**src/rtl/imm_prefix_extender.sv**
```systemverilog
// Registered immediate extender with chained PFX immediates for wide constants.
// Build option IMM_ZEXT_EN adds i_zext to zero-extend I/J consumers.
module imm_prefix_extender #(
   parameter int DATA_WIDTH    = 36,
   parameter int SELECT_WIDTH  = 2,
   parameter int IMM_MAX_WIDTH = 14,
   parameter int I_IMM_WIDTH   = 8,
   parameter int J_IMM_WIDTH   = 14,
   parameter int MAX_PREFIX    = 2
) (
   input  logic                     i_clk,
   input  logic                     i_rst_n,
   input  logic                     i_valid,
   input  logic                     i_stall,
   input  logic                     i_flush,
   input  logic [IMM_MAX_WIDTH-1:0] i_immRaw,
   input  logic [SELECT_WIDTH-1:0]  i_immSel,
`ifdef IMM_ZEXT_EN
   input  logic                     i_zext,
`endif
   output logic [DATA_WIDTH-1:0]    o_imm_ext,
   output logic                     o_valid,
   output logic                     o_pfx_pending,
   output logic                     o_pfx_overflow,
   output logic                     o_pfx_orphan
);

   localparam logic [SELECT_WIDTH-1:0] SEL_NONE = SELECT_WIDTH'(0);
   localparam logic [SELECT_WIDTH-1:0] SEL_I    = SELECT_WIDTH'(1);
   localparam logic [SELECT_WIDTH-1:0] SEL_J    = SELECT_WIDTH'(2);
   localparam logic [SELECT_WIDTH-1:0] SEL_PFX  = SELECT_WIDTH'(3);

   localparam int ACC_W  = MAX_PREFIX * J_IMM_WIDTH;
   localparam int CNT_W  = $clog2(MAX_PREFIX + 1);
   localparam int FULL_W = ACC_W + J_IMM_WIDTH + DATA_WIDTH;

   logic [ACC_W-1:0] pfxAcc;
   logic [CNT_W-1:0] pfxCnt;
   logic             zextEff;

`ifdef IMM_ZEXT_EN
   assign zextEff = i_zext;
`else
   assign zextEff = 1'b0;
`endif

   assign o_pfx_pending = (pfxCnt != '0);

   // Builds {acc[cnt*J-1:0], raw[B-1:0]} and extends it from its own top bit.
   function automatic logic [DATA_WIDTH-1:0] extendImm(
      input logic [ACC_W-1:0]         acc,
      input logic [CNT_W-1:0]         cnt,
      input logic [IMM_MAX_WIDTH-1:0] raw,
      input logic                     isJ,
      input logic                     zext
   );
      int              baseW;
      int              pfxW;
      int              w;
      logic [FULL_W-1:0] ones;
      logic [FULL_W-1:0] accPart;
      logic [FULL_W-1:0] rawPart;
      logic [FULL_W-1:0] comp;
      baseW   = isJ ? J_IMM_WIDTH : I_IMM_WIDTH;
      pfxW    = int'(cnt) * J_IMM_WIDTH;
      w       = baseW + pfxW;
      ones    = '1;
      accPart = FULL_W'(acc) & ~(ones << pfxW);
      rawPart = FULL_W'(raw) & ~(ones << baseW);
      comp    = (accPart << baseW) | rawPart;
      if (!zext && (w < DATA_WIDTH) && ((comp >> (w - 1)) != '0))
         comp = comp | (ones << w);
      return comp[DATA_WIDTH-1:0];
   endfunction

   always_ff @(posedge i_clk) begin
      if (!i_rst_n) begin
         o_imm_ext      <= '0;
         o_valid        <= 1'b0;
         o_pfx_overflow <= 1'b0;
         o_pfx_orphan   <= 1'b0;
         pfxAcc         <= '0;
         pfxCnt         <= '0;
      end else if (i_flush) begin
         o_valid        <= 1'b0;
         o_pfx_overflow <= 1'b0;
         o_pfx_orphan   <= 1'b0;
         pfxAcc         <= '0;
         pfxCnt         <= '0;
      end else if (i_stall) begin
         o_pfx_overflow <= 1'b0;
         o_pfx_orphan   <= 1'b0;
      end else begin
         o_valid        <= 1'b0;
         o_pfx_overflow <= 1'b0;
         o_pfx_orphan   <= 1'b0;
         if (i_valid) begin
            case (i_immSel)
               SEL_PFX: begin
                  pfxAcc <= (pfxAcc << J_IMM_WIDTH) | ACC_W'(i_immRaw[J_IMM_WIDTH-1:0]);
                  if (pfxCnt == CNT_W'(MAX_PREFIX))
                     o_pfx_overflow <= 1'b1;
                  else
                     pfxCnt <= pfxCnt + CNT_W'(1);
               end
               SEL_I, SEL_J: begin
                  o_imm_ext <= extendImm(pfxAcc, pfxCnt, i_immRaw, (i_immSel == SEL_J), zextEff);
                  o_valid   <= 1'b1;
                  pfxAcc    <= '0;
                  pfxCnt    <= '0;
               end
               default: begin
                  o_imm_ext <= '0;
                  o_valid   <= 1'b1;
                  if (pfxCnt != '0) begin
                     o_pfx_orphan <= 1'b1;
                     pfxAcc       <= '0;
                     pfxCnt       <= '0;
                  end
               end
            endcase
         end
      end
   end

endmodule

```
**config.mk**
```make
export PLATFORM = sky130hd
export DESIGN_NAME = imm_prefix_extender
export DESIGN_NICKNAME = d
export VERILOG_FILES = /design/src/rtl/imm_prefix_extender.sv
export SDC_FILE = /design/constraint.sdc
export NUM_CORES = 1
export LEC_CHECK = 0
export CORE_MARGIN = 2
export CORE_UTILIZATION = 50
export DETAILED_ROUTE_END_ITERATION = 6
export DONT_BUFFER_PORTS = 1
export PLACE_DENSITY = 0.73
export SKIP_LAST_GASP = 1
export SLEW_MARGIN = 15
export SYNTH_ARGS = -nofsm -noshare
export SYNTH_HDL_FRONTEND = slang
export SYNTH_SLANG_ARGS = --single-unit
```
**constraint.sdc**
```tcl
create_clock -name i_clk -period 7.6 [get_ports i_clk]
set_input_delay 1.14 -clock i_clk [delete_from_list [all_inputs] [get_ports i_clk]]
set_output_delay 1.14 -clock i_clk [all_outputs]
set_load 0.02 [all_outputs]
```
==> flow_summary.json <==
{
  "cts_resized": 0,
  "fp.dieArea_um2": 10100,
  "netlist-cell-type-count": 72,
  "mapped_nets": 627,
  "groute.usage.overall_pct": 30.3,
  "max_slew_headroom_at_the_worst_pin_pct": 22.2,
  "design.core.area_um2": 9110,
  "crit_family": "compound AO/OA/AOI/OAI gates",
  "largest_incremental_delay_on_the_critical_path_ns": 0.54,
  "non_filler_instance_count_after_layout": 681,
  "required_ns": 7.84,
  "drtIter0Drc": 508,
  "crit_path_end_kind": "register",
  "clock_tree.root_cell": "clkbuf_8",
  "vdd_drop_max_mv": 0.0908,
  "cts_tree": "yes",
  "vias_in_the_first_global_route": 4372,
  "cts.clk_slew.worst_paths_ns": 0.08,
  "worst_hold_slack_ns": 0.554,
  "cts.repair_timing.setup_buffer_count": 0,
  "synth_edf_count": 0,
  "overflow_left_after_global_routing": 0,
  "power.density_cell_area_nw_per_um2": 174,
  "global_route_wire_length_before_repair_mm": 23.8,
  "fmax_mhz": 187,
  "startpoint_type": "input pin",
  "fp-row-count": 35,
  "final-setup-viol-count": 0,
  "layout.filler_cells": 870,
  "drt-total-wl_mm": 14.8,
  "final.min_clock_period_ns": 5.34,
  "yosys_most_used_dff": "dfxtp_1",
  "synth_area_um2": 4640,
  "drt_first_pass_iters": 7,
  "gpl.final_weighted_congestion": 0.930,
  "die_height_um": 100,
  "status": "complete, but fails checks",
  "numClockSinks": 69,
  "synth_largest_type_area_fraction_pct": 29.8,
  "tightestPinTransition_ns": 1.17,
  "worstPathCellList": "inv_1 -> ha_2 -> buf_4 -> xor2_1 -> inv_2 -> ha_1 -> ha_1 -> or3b_2 -> a2111oi_0 -> a31oi_1 -> a31oi_4 -> o211ai_4 -> and4_4 -> a221o_1",
  "post_drt_wl_per_cell_um": 21.7,
  "remaining_drc_errors": 1,
  "cts.htree.levels": 3,
  "commonest_non_fill_non_tap_cell_in_the_layout": "nor2_1",
  "drv.max_cap_violation_count": 0,
  "port_buffers": 0,
  "netlist_instances": 590,
  "leakage_uw": 0.00170,
  "crit_arrival_ns": 5.58,
  "antenna_found_initial": 0,
  "cts_buffer_depth": 2,
  "hold-path-cell-count": 2,
  "most-common-layout-cells": "nor2_1, dfxtp_1, nand2_1, o21ai_0, a22oi_1",
  "route.antenna.remaining_nets": 0,
  "clock-skew-final_ns": 0.00830,
  "timing.setup.critical_path_class": "in -> reg",
  "syn2layout_area_growth_pct": 4.93,
  "setup_total_negative_slack_ns": 0,
  "dp.final_hpwl_mm": 11.0,
  "path_max_fanout": 52,
  "clock_latency_ns": 0.36,
  "detailroute.via_count": 4700,
  "synth.top_cells.by_area": "dfxtp_1, nor2_1, a22oi_1",
  "asyncSetResetFlopFracSynth_pct": 0,
  "synth_top_cell_by_area": "dfxtp_1",
  "min_period_over_period_pct": 70.2,
  "synth.ff_latch_count": 69,
  "timing_hold_violations_final": 0,
  "floorplan.io_pins": 61,
  "total_cts_buffers": 9,
  "final_net_count": 602,
  "n_antenna_cell": 0,
  "synth.yosys.warnings": 0,
  "critical_path_depth": 14,
  "worstPathBufferInverterCount": 3,
  "place_inst": 665,
  "path_common_cell": "ha_1",
  "postCtsHoldBufs": 0,
  "drive_above_1_share_pct": 7.72,
  "grt_start_max_net_pins": 53,
  "hp-class": "reg -> reg",
  "vias_per_cell": 6.90,
  "synth_seq_area_share_pct": 29.8,
  "timing.reg2reg.worst_path_depth": 16,
  "timing.critical_path.slowest_stage_cell": "or3b_2",
  "rsz0062_at_grt": "false",
  "avgSynthCellArea_um2": 7.87,
  "failed_checks": "DRC",
  "final_max_slew_viol_count": 0,
  "initial_util_pct": 51.0,
  "fp.dieW_um": 100
}
-- cell families (layout without fill, tap and decap cells) --
logic type	Yosys count	after routing	share of synthesized area, %
muxes	23	23	5.31
DFF	69	69	29.8
adders and majority gates	16	16	4.31
and+or+nand+nor	215	215	22.9
buffers and inverters	61	41	5.88
xor gates and xnor gates	5	5	1.11
AOI/OAI and AO/OA	201	201	30.7
-- registers in the layout (all words and copies together) (netlist names) --
register,cells
o_imm_ext,36
pfxAcc,28
pfxCnt,2
o_pfx_orphan,1
o_pfx_overflow,1
o_valid,1
-- final timing paths --
path / start / end / slack, ns
max: i_immSel[0] / o_imm_ext[15] / 2.26
min: pfxAcc[15] / pfxAcc[15] / 0.55
max reg2reg: pfxCnt[0] / o_imm_ext[15] / 2.60
min reg2reg: pfxAcc[15] / pfxAcc[15] / 0.55
-- metal layers --
layer | GRT usage (%) | wire (um) | share of wire (%) | vias up
met2 | 48.9 | 6980 | 47 | 256
li1 | - | - | - | 2173
met3 | 6.75 | 1170 | 7.9 | 43
met4 | 12.8 | 529 | 3.6 | 0
met1 | 38.9 | 6100 | 41 | 2228
met5 | 0 | 0 | 0 | -
-- layout make-up --
cell class                      count  area [um^2]  share of cell area [%]
Sequential cell                    69         1380                    28.4
Clock buffer                        9          124                    2.54
Inverter                           18         67.6                    1.39
Timing Repair Buffer                7         52.6                    1.08
Tap cell                          111          139                    2.85
Multi-Input combinational cell    460         3010                    61.7
Clock inverter                      7          100                    2.05
-- per-stage QoR --
| step | total power (uW) | utilization, % | worst slack, ns | instance area (um^2) |
|---|---|---|---|---|
| floorplan | 489 | - | 2.47 | 4640 |
| CTS | 849 | 53.4 | 2.36 | 4870 |
| global placement | 510 | 51.0 | 2.16 | 4640 |
| global route | 882 | 53.5 | 1.88 | 4870 |
| detailed placement | 512 | 51.0 | 2.02 | 4640 |
| finish | 847 | 53.5 | 2.26 | 4870 |
-- power breakdown --
group	switching [uW]	internal, uW	total, uW
clock	154	186	339
combinational	79.5	45.1	125
sequential	14.4	369	383
total	248	599	847
-- synth_stat cells (all sizes together) (3+ instances only) --
cell type / n
nor2: 73
dfxtp: 69
nand2: 39
o21ai: 38
a22oi: 35
a21oi: 27
clkbuf: 25
a31oi: 21
nor3: 21
mux2i: 19
buf: 18
inv: 18
ha: 16
nand2b: 12
and2: 11
nor2b: 11
nand3: 10
a221o: 9
nand3b: 9
nor4: 8
o21a: 7
o22ai: 7
a211oi: 5
o31ai: 5
or4: 5
a2111oi: 4
and3: 4
o2111ai: 4
o2bb2ai: 4
a211o: 3
a22o: 3
mux2: 3
nand4: 3
o211ai: 3
o32ai: 3
xor2: 3
-- worst reg2reg max path, stage by stage (launching register included) --
cell and delay [ns]:
dfxtp_1 0.32, buf_4 0.27, inv_1 0.24, ha_1 0.43, xor2_1 0.22, ha_1 0.38
ha_1 0.59, a21oi_1 0.24, nand2_1 0.08, a2111oi_0 0.43, a31oi_1 0.07, nor4b_1 0.47
nor3_1 0.18, a31oi_4 0.21, o211ai_4 0.20, and4_4 0.27, a221o_1 0.27
(Power assumes the default switching activity.)
